==> src/rtl/serial_subtractor_if.sv <==
// Handshake and operand/result bundle for the bit-serial subtractor.
// The slave modport is the subtractor side; state is exported for observation.
interface serial_subtractor_if #(
    parameter int WIDTH = 8
);
    logic             start;
    logic [WIDTH-1:0] A;
    logic [WIDTH-1:0] B;
    logic             bin;
    logic             busy;
    logic             done;
    logic [WIDTH-1:0] D;
    logic             bout;
    logic             Overflow;
    logic [0:0]       state;

    modport master (
        output start, A, B, bin,
        input  busy, done, D, bout, Overflow, state
    );

    modport slave (
        input  start, A, B, bin,
        output busy, done, D, bout, Overflow, state
    );
endinterface

==> src/rtl/serial_subtractor.sv <==
// Bit-serial LSB-first subtractor: D = A - B - bin over WIDTH RUN cycles,
// with start/busy/done handshake, unsigned borrow-out and signed overflow.
module serial_subtractor #(
    parameter int WIDTH = 8
) (
    input  logic               clk,
    input  logic               resetn,
    serial_subtractor_if.slave bus
);
    localparam int CW = (WIDTH > 2) ? $clog2(WIDTH) : 1;
    localparam logic [0:0] S_IDLE = 1'b0;
    localparam logic [0:0] S_RUN  = 1'b1;
    localparam logic [CW-1:0] LAST_BIT = CW'(WIDTH - 1);

    // Handshake: start is accepted on an edge where busy=0; done pulses for
    // one cycle after the final bit, coincident with the idle cycle in which
    // a new start can already be accepted.
    logic [0:0]       state_q, state_d;
    logic [WIDTH-1:0] a_sh_q, a_sh_d;
    logic [WIDTH-1:0] b_sh_q, b_sh_d;
    logic [WIDTH-1:0] res_q, res_d;
    logic [CW-1:0]    cnt_q, cnt_d;
    logic             borrow_q, borrow_d;
    logic             a_msb_q, a_msb_d;
    logic             b_msb_q, b_msb_d;
    logic [WIDTH-1:0] d_q, d_d;
    logic             bout_q, bout_d;
    logic             ovf_q, ovf_d;
    logic             done_q, done_d;

    logic bit_a, bit_b, diff_bit, borrow_next;

    assign bit_a       = a_sh_q[0];
    assign bit_b       = b_sh_q[0];
    assign diff_bit    = bit_a ^ bit_b ^ borrow_q;
    assign borrow_next = (~bit_a & bit_b) | (~bit_a & borrow_q) | (bit_b & borrow_q);

    always_comb begin
        state_d  = state_q;
        a_sh_d   = a_sh_q;
        b_sh_d   = b_sh_q;
        res_d    = res_q;
        cnt_d    = cnt_q;
        borrow_d = borrow_q;
        a_msb_d  = a_msb_q;
        b_msb_d  = b_msb_q;
        d_d      = d_q;
        bout_d   = bout_q;
        ovf_d    = ovf_q;
        done_d   = 1'b0;
        case (state_q)
            S_IDLE: begin
                if (bus.start) begin
                    a_sh_d   = bus.A;
                    b_sh_d   = bus.B;
                    a_msb_d  = bus.A[WIDTH-1];
                    b_msb_d  = bus.B[WIDTH-1];
                    borrow_d = bus.bin;
                    res_d    = '0;
                    cnt_d    = '0;
                    state_d  = S_RUN;
                end
            end
            S_RUN: begin
                res_d    = {diff_bit, res_q[WIDTH-1:1]};
                a_sh_d   = a_sh_q >> 1;
                b_sh_d   = b_sh_q >> 1;
                borrow_d = borrow_next;
                cnt_d    = cnt_q + CW'(1);
                if (cnt_q == LAST_BIT) begin
                    // The final difference bit is the result sign bit.
                    d_d     = {diff_bit, res_q[WIDTH-1:1]};
                    bout_d  = borrow_next;
                    ovf_d   = (a_msb_q != b_msb_q) && (diff_bit != a_msb_q);
                    done_d  = 1'b1;
                    state_d = S_IDLE;
                end
            end
            default: state_d = S_IDLE;
        endcase
    end

    always_ff @(posedge clk or negedge resetn) begin
        if (!resetn) begin
            state_q  <= S_IDLE;
            a_sh_q   <= '0;
            b_sh_q   <= '0;
            res_q    <= '0;
            cnt_q    <= '0;
            borrow_q <= 1'b0;
            a_msb_q  <= 1'b0;
            b_msb_q  <= 1'b0;
            d_q      <= '0;
            bout_q   <= 1'b0;
            ovf_q    <= 1'b0;
            done_q   <= 1'b0;
        end else begin
            state_q  <= state_d;
            a_sh_q   <= a_sh_d;
            b_sh_q   <= b_sh_d;
            res_q    <= res_d;
            cnt_q    <= cnt_d;
            borrow_q <= borrow_d;
            a_msb_q  <= a_msb_d;
            b_msb_q  <= b_msb_d;
            d_q      <= d_d;
            bout_q   <= bout_d;
            ovf_q    <= ovf_d;
            done_q   <= done_d;
        end
    end

    assign bus.busy     = (state_q == S_RUN);
    assign bus.done     = done_q;
    assign bus.D        = d_q;
    assign bus.bout     = bout_q;
    assign bus.Overflow = ovf_q;
    assign bus.state    = state_q;
endmodule

==> src/flat_wrapper.sv <==
// flat-port wrapper written by rule: the top's interface ports become plain ports
module serial_subtractor_flat 
#(
    parameter int WIDTH = 8
)
  (clk, resetn, bus_start, bus_A, bus_B, bus_bin, bus_busy, bus_done, bus_D, bus_bout, bus_Overflow, bus_state);
  serial_subtractor_if #(.WIDTH(WIDTH)) bus_i ();
  input  logic clk;
  input  logic resetn;
  input wire logic [$bits(bus_i.start)-1:0] bus_start;
  input wire logic [$bits(bus_i.A)-1:0] bus_A;
  input wire logic [$bits(bus_i.B)-1:0] bus_B;
  input wire logic [$bits(bus_i.bin)-1:0] bus_bin;
  output wire logic [$bits(bus_i.busy)-1:0] bus_busy;
  output wire logic [$bits(bus_i.done)-1:0] bus_done;
  output wire logic [$bits(bus_i.D)-1:0] bus_D;
  output wire logic [$bits(bus_i.bout)-1:0] bus_bout;
  output wire logic [$bits(bus_i.Overflow)-1:0] bus_Overflow;
  output wire logic [$bits(bus_i.state)-1:0] bus_state;
  assign bus_i.start = bus_start;
  assign bus_i.A = bus_A;
  assign bus_i.B = bus_B;
  assign bus_i.bin = bus_bin;
  assign bus_busy = bus_i.busy;
  assign bus_done = bus_i.done;
  assign bus_D = bus_i.D;
  assign bus_bout = bus_i.bout;
  assign bus_Overflow = bus_i.Overflow;
  assign bus_state = bus_i.state;
  serial_subtractor #(.WIDTH(WIDTH)) u_core (.clk(clk), .resetn(resetn), .bus(bus_i));
endmodule
==> config.mk <==
export PLATFORM = sky130hd
export DESIGN_NAME = serial_subtractor_flat
export DESIGN_NICKNAME = d
export VERILOG_FILES = /design/src/rtl/serial_subtractor_if.sv /design/src/rtl/serial_subtractor.sv /design/src/flat_wrapper.sv
export SDC_FILE = /design/constraint.sdc
export NUM_CORES = 1
export LEC_CHECK = 0
export ABC_AREA = 1
export ABC_CLOCK_PERIOD_IN_PS = 2000
export CAP_MARGIN = 10
export CORE_AREA = 2 2 92 50
export DETAILED_ROUTE_END_ITERATION = 8
export DIE_AREA = 0 0 94 52
export PLACE_DENSITY_LB_ADDON = 0.2
export SLEW_MARGIN = 0
export SYNTH_ARGS = -nofsm -noshare
export SYNTH_HDL_FRONTEND = slang
export SYNTH_SLANG_ARGS = --single-unit
==> constraint.sdc <==
create_clock -name clk -period 2 [get_ports clk]
set_input_delay 0.5 -clock clk [delete_from_list [all_inputs] [get_ports clk]]
set_output_delay 0.5 -clock clk [all_outputs]
set_load 0.1 [all_outputs]
# [Word-level counts from Yosys, hierarchy flattened]
# Index checks and enable logic that the tools add are counted.
[word_totals] ff_bits=42 input_bits=20 output_inout_bits=13 word_cells=44
[classes] addsub=1 n_eq_ne=4 muxes=15 bitwise_logic=9 n_reduce_logical=3
[ops] cell="$pmux 8 s2" n=3
[ops] cell="$mux 8" n=3
[ops] cell="$pmux 3 s2" n=1
[ops] cell="$mux 1" n=5
[ops] cell="$pmux 1 s2" n=2
[ops] cell="$reduce_and 2->1" n=2
[ops] cell="$add 3x1->3 const B" n=1
[ops] cell="$and 1x1->1" n=3
[ops] cell="$eq 3x3->1 const B" n=1
[ops] cell="$mux 3" n=1
[ops] cell="$ne 1x1->1" n=2
[ops] cell="$ne 2x2->1 const B" n=1
[ops] cell="$not 1->1" n=2
[ops] cell="$or 1x1->1" n=2
[ops] cell="$xor 1x1->1" n=2
[ops] cell="$logic_and 1x1->1" n=1

# [Longest topological paths before layout]
[logic_depth] depth_word=5 ltp_mapped=7

# [Worst setup path after synthesis]
# OpenSTA, ideal clock, no wires.
[synth_timing] path_type="reg2out" from="reg u_core.state_q, in the netlist u_core.bus.busy" to="out bus_state" t_arrival_ns=1.356 path_slack_ns=0.144 path_stages_with_launch=2 path_cell_list="dfrtp_1 buf_4"
[synth_lines] item="start: declaration" line_no="serial_subtractor.sv:18" rtl="logic [0:0] state_q, state_d;"
[synth_lines] item="start signal: assignment" line_no="serial_subtractor.sv:98" rtl="state_q <= state_d;"
[synth_lines] item="end: declaration" line_no="flat_wrapper.sv:19" rtl="output wire logic [$bits(bus_i.state)-1:0] bus_state;"
# No word-level cell between the ends.

# [Final worst setup path]
[layout_timing] from="reg u_core.state_q, in the netlist u_core.bus.busy" to="out bus_busy"
[layout_lines] item="end: declaration" line_no="flat_wrapper.sv:14" rtl="output wire logic [$bits(bus_i.busy)-1:0] bus_busy;"
# No word-level cell between the ends.

==> reports/qor.csv <==
stage,metric,value,unit
run_status,outcome,completed,
timing,fmax,687,MHz
final_layout,layout cells sized above 1,15.4,%
clock_tree,CTS resizes,0,
critical_path,largest stage delay on the critical path,450,ps
yosys,register bit count reported by yosys,41,
pwr,Pwr Total,4.14,mW
yosys,Post-Syn Area,1750,um2
clock_tree,number of CTS-inserted buffers,5,
pwr,leak pwr,1.11,nW
timing,RSZ-0062 raised after global routing,no,
pwr,Combinational Power Share,53.6,%
final_layout,"most common cell after layout, fill and taps aside",nand2_1,
clock_tree,CTS H-tree depth,2,
floorplan,Die Wd,94,um
timing,endpoints failing setup,0,
grt,vias in the first global route,1275,
yosys,largest family of logic cells by synthesized area,simple AND/OR/NAND/NOR gates,
clock_tree,TritonCTS clock tree,done,
yosys,synth unique cells,20,
yosys,XOR/XNOR Fraction of Synth Area,0,%
place,Placed Cells incl. Taps,263,
timing,final worst path period share,72.7,%
clock_tree,CTS max path bufs,2,
final_layout,cell area after layout,2280,um2
timing,Slew Limit Fails,0,
yosys,Compound-Gate Fraction of Synth Area,7.74,%
yosys,Syn Nets,203,
yosys,Ys Warns,0,
yosys,Synth top area share,58.7,%
critical_path,crit start category,flop,
grt,initial antenna violation count,0,
critical_path,Worst EP required,1500,ps
final_layout,Layout area overhead,30.4,%
place,RD Place Congestion,0.729,
drt,drt total wl,3.29,mm
timing,Clock Skew,4.43,ps
floorplan,Die Y,52,um
critical_path,Crit path arrival time,950,ps
grt,first-pass GRT wire length,5.65,mm
critical_path,slowest CP cell,dfrtp_1,
pwr,sw frac,46.9,%
drt,First-pass DRT Iterations,4,
critical_path,CP top delay family,flip-flops,
drt,Vias/cell,4.62,
timing,WHS,255,ps
drt,routed len/inst,12.1,um
floorplan,IO Pins,33,
pwr,Clk pwr share,12.4,%
floorplan,DIE AREA,4890,um2
yosys,mux cell area share after synthesis,0,%
grt,GRT Resource Usage Total,15.7,%
timing,Rel. slew slack,66.2,%
pwr,Sw Pwr,1.94,mW
timing,setup TNS,0,ps
timing,Tmin final,1450,ps
yosys,Synth Area per Inst,9.70,um2
place,Place WS,318,ps
pwr,Reg power frac,34.0,%
final_layout,Final Util,54.9,%
timing,fin worst setup slack,545,ps
final_layout,most frequent cells in the layout,"nand2_1 (68), dfrtp_1 (41), clkdlybuf4s50_1 (18), inv_1 (15), nand3_1 (14)",
floorplan,starting density of the core,42.1,%
drt,total number of vias,1253,
pwr,peak supply drop,0.000681,V
clock_tree,clock slew at reported path FFs,80,ps
clock_tree,Clock Sinks,41,
yosys,Synth Area in Adders,2.58,%
yosys,Synth area leader,dfrtp_1,
place,"Cell Area, Placed",2190,um2
pwr,pwr dens,1820,nW/um2
yosys,Simple-Gate Fraction of Synth Area,21.8,%
grt,largest net degree at the start of global routing,42,
critical_path,CP Buf/Inv Count,1,
grt,grt ovf,0,
drt,# DRC,0,
yosys,cells after synthesis,180,
clock_tree,# hold bufs at CTS,0,
drt,Detail Route Antenna Nets,0,
clock_tree,root buf cell,clkbuf_8,
final_layout,Finished Layout Cells,271,
pwr,internal power,2.20,mW
place,hpwl dp,2.37,mm
clock_tree,Skew-Pair Late Insertion Delay,290,ps
floorplan,Rows,17,
critical_path,critical path cell sequence,buf_12,
timing,"Hold Vio Cnt, Final",0,
drt,initial DRC count,31,
clock_tree,setup bufs post-CTS,0,
hold_path,HP Class,primary input to asynchronous set/reset pin,
critical_path,worst-path maximum fanout,3,
final_layout,Final nets,236,
place,I/O Buffers,32,
critical_path,CP Class,flop to primary output,
yosys,post-synthesis sequential area ratio,58.7,%
timing,actual slew at the worst max-slew pin,507,ps
final_layout,# diodes,0,
flow_run,Max Cap Violations,0,
floorplan,Core Area,4150,um2
yosys,"top cells by area, synth","dfrtp_1 (59%), nand2_1 (15%), nand3_1 (4.0%)",
critical_path,Crit. End Element,primary output,
-- worst reg2reg max path, cell delays in order (launching register included) --
cell and delay (ps):
dfrtp_1 350, inv_1 60, fa_1 550, inv_1 70
nand3_1 80, nand2_1 60, nand2_1 60, nand2_1 40
-- power by group through the flow --
stage / sequential (mW) / clock, mW / combinational [mW]
finish: 1.41 / 0.515 / 2.22
global route: 1.44 / 0.563 / 2.36
CTS: 1.41 / 0.527 / 2.24
detailed placement: 1.42 / 0 / 2.23
global placement: 1.41 / 0 / 2.18
floorplan: 2.08 / 0 / 0.865
-- routing by layer --
layer  track usage, %  routed length (um)  vias to the layer above  part of all wire (%)
met1             19.4                1570                      591                    48
met2             24.6                1510                       21                    46
met5                0                   0                        -                     0
met4             8.94                  68                        0                   2.1
li1                 -                   -                      635                     -
met3             5.07                 140                        6                   4.3
-- synthesized netlist by cell type --
cell type,count
nand2_1,68
dfrtp_1,41
inv_1,15
nand3_1,14
o22ai_1,8
o21ai_1,7
buf_6,5
o21ai_0,5
inv_2,3
buf_4,2
ha_1,2
o211ai_2,2
buf_2,1
buf_8,1
fa_1,1
nand2_4,1
nand3_2,1
nor2_1,1
nor2_4,1
nor2_8,1
-- flip-flops by register name (all words and copies together), names as in the netlist --
signal and cells:
u_core.a_sh_q 8, u_core.b_sh_q 8, u_core.bus.D 8, u_core.res_q 7
u_core.cnt_q 3, u_core.a_msb_q 1, u_core.b_msb_q 1, u_core.borrow_q 1
u_core.bus.Overflow 1, u_core.bus.bout 1, u_core.bus.busy 1, u_core.bus.done 1
-- cell families after synthesis --
group	count (synthesis)
buffers and inverters	27
AO/OA/AOI/OAI	22
flip-flops	41
adder cells (fa/ha/maj)	3
AND/OR/NAND/NOR	87
-- cell type report --
class / instances / area (um2)
clock buffers: 6 / 72.6
repair buffers: 35 / 468
multi-input cells: 112 / 562
inverters: 18 / 67.6
fillers: 364 / 1870
flip-flops and latches: 41 / 1030
well taps: 57 / 71.3
clock inverters: 2 / 10.0
-- final timing paths --
kind                                              from                              end  slack (ps)  depth (start not counted)
max                          u_core.bus.busy$_DFF_PN0_                         bus_busy         550                          1
min                                             resetn      u_core.bus.D[4]$_DFFE_PN0P_         250                          2
max reg2reg                u_core.borrow_q$_DFFE_PN0P_  u_core.bus.Overflow$_DFFE_PN0P_         630                          7
min reg2reg                u_core.cnt_q[0]$_DFFE_PN0P_      u_core.cnt_q[0]$_DFFE_PN0P_         480                          1
max in group asynchronous                       resetn        u_core.bus.done$_DFF_PN0_        1400                          2
min in group clk           u_core.cnt_q[0]$_DFFE_PN0P_      u_core.cnt_q[0]$_DFFE_PN0P_         480                          1
No activity file was read; power rests on OpenSTA's default activity.
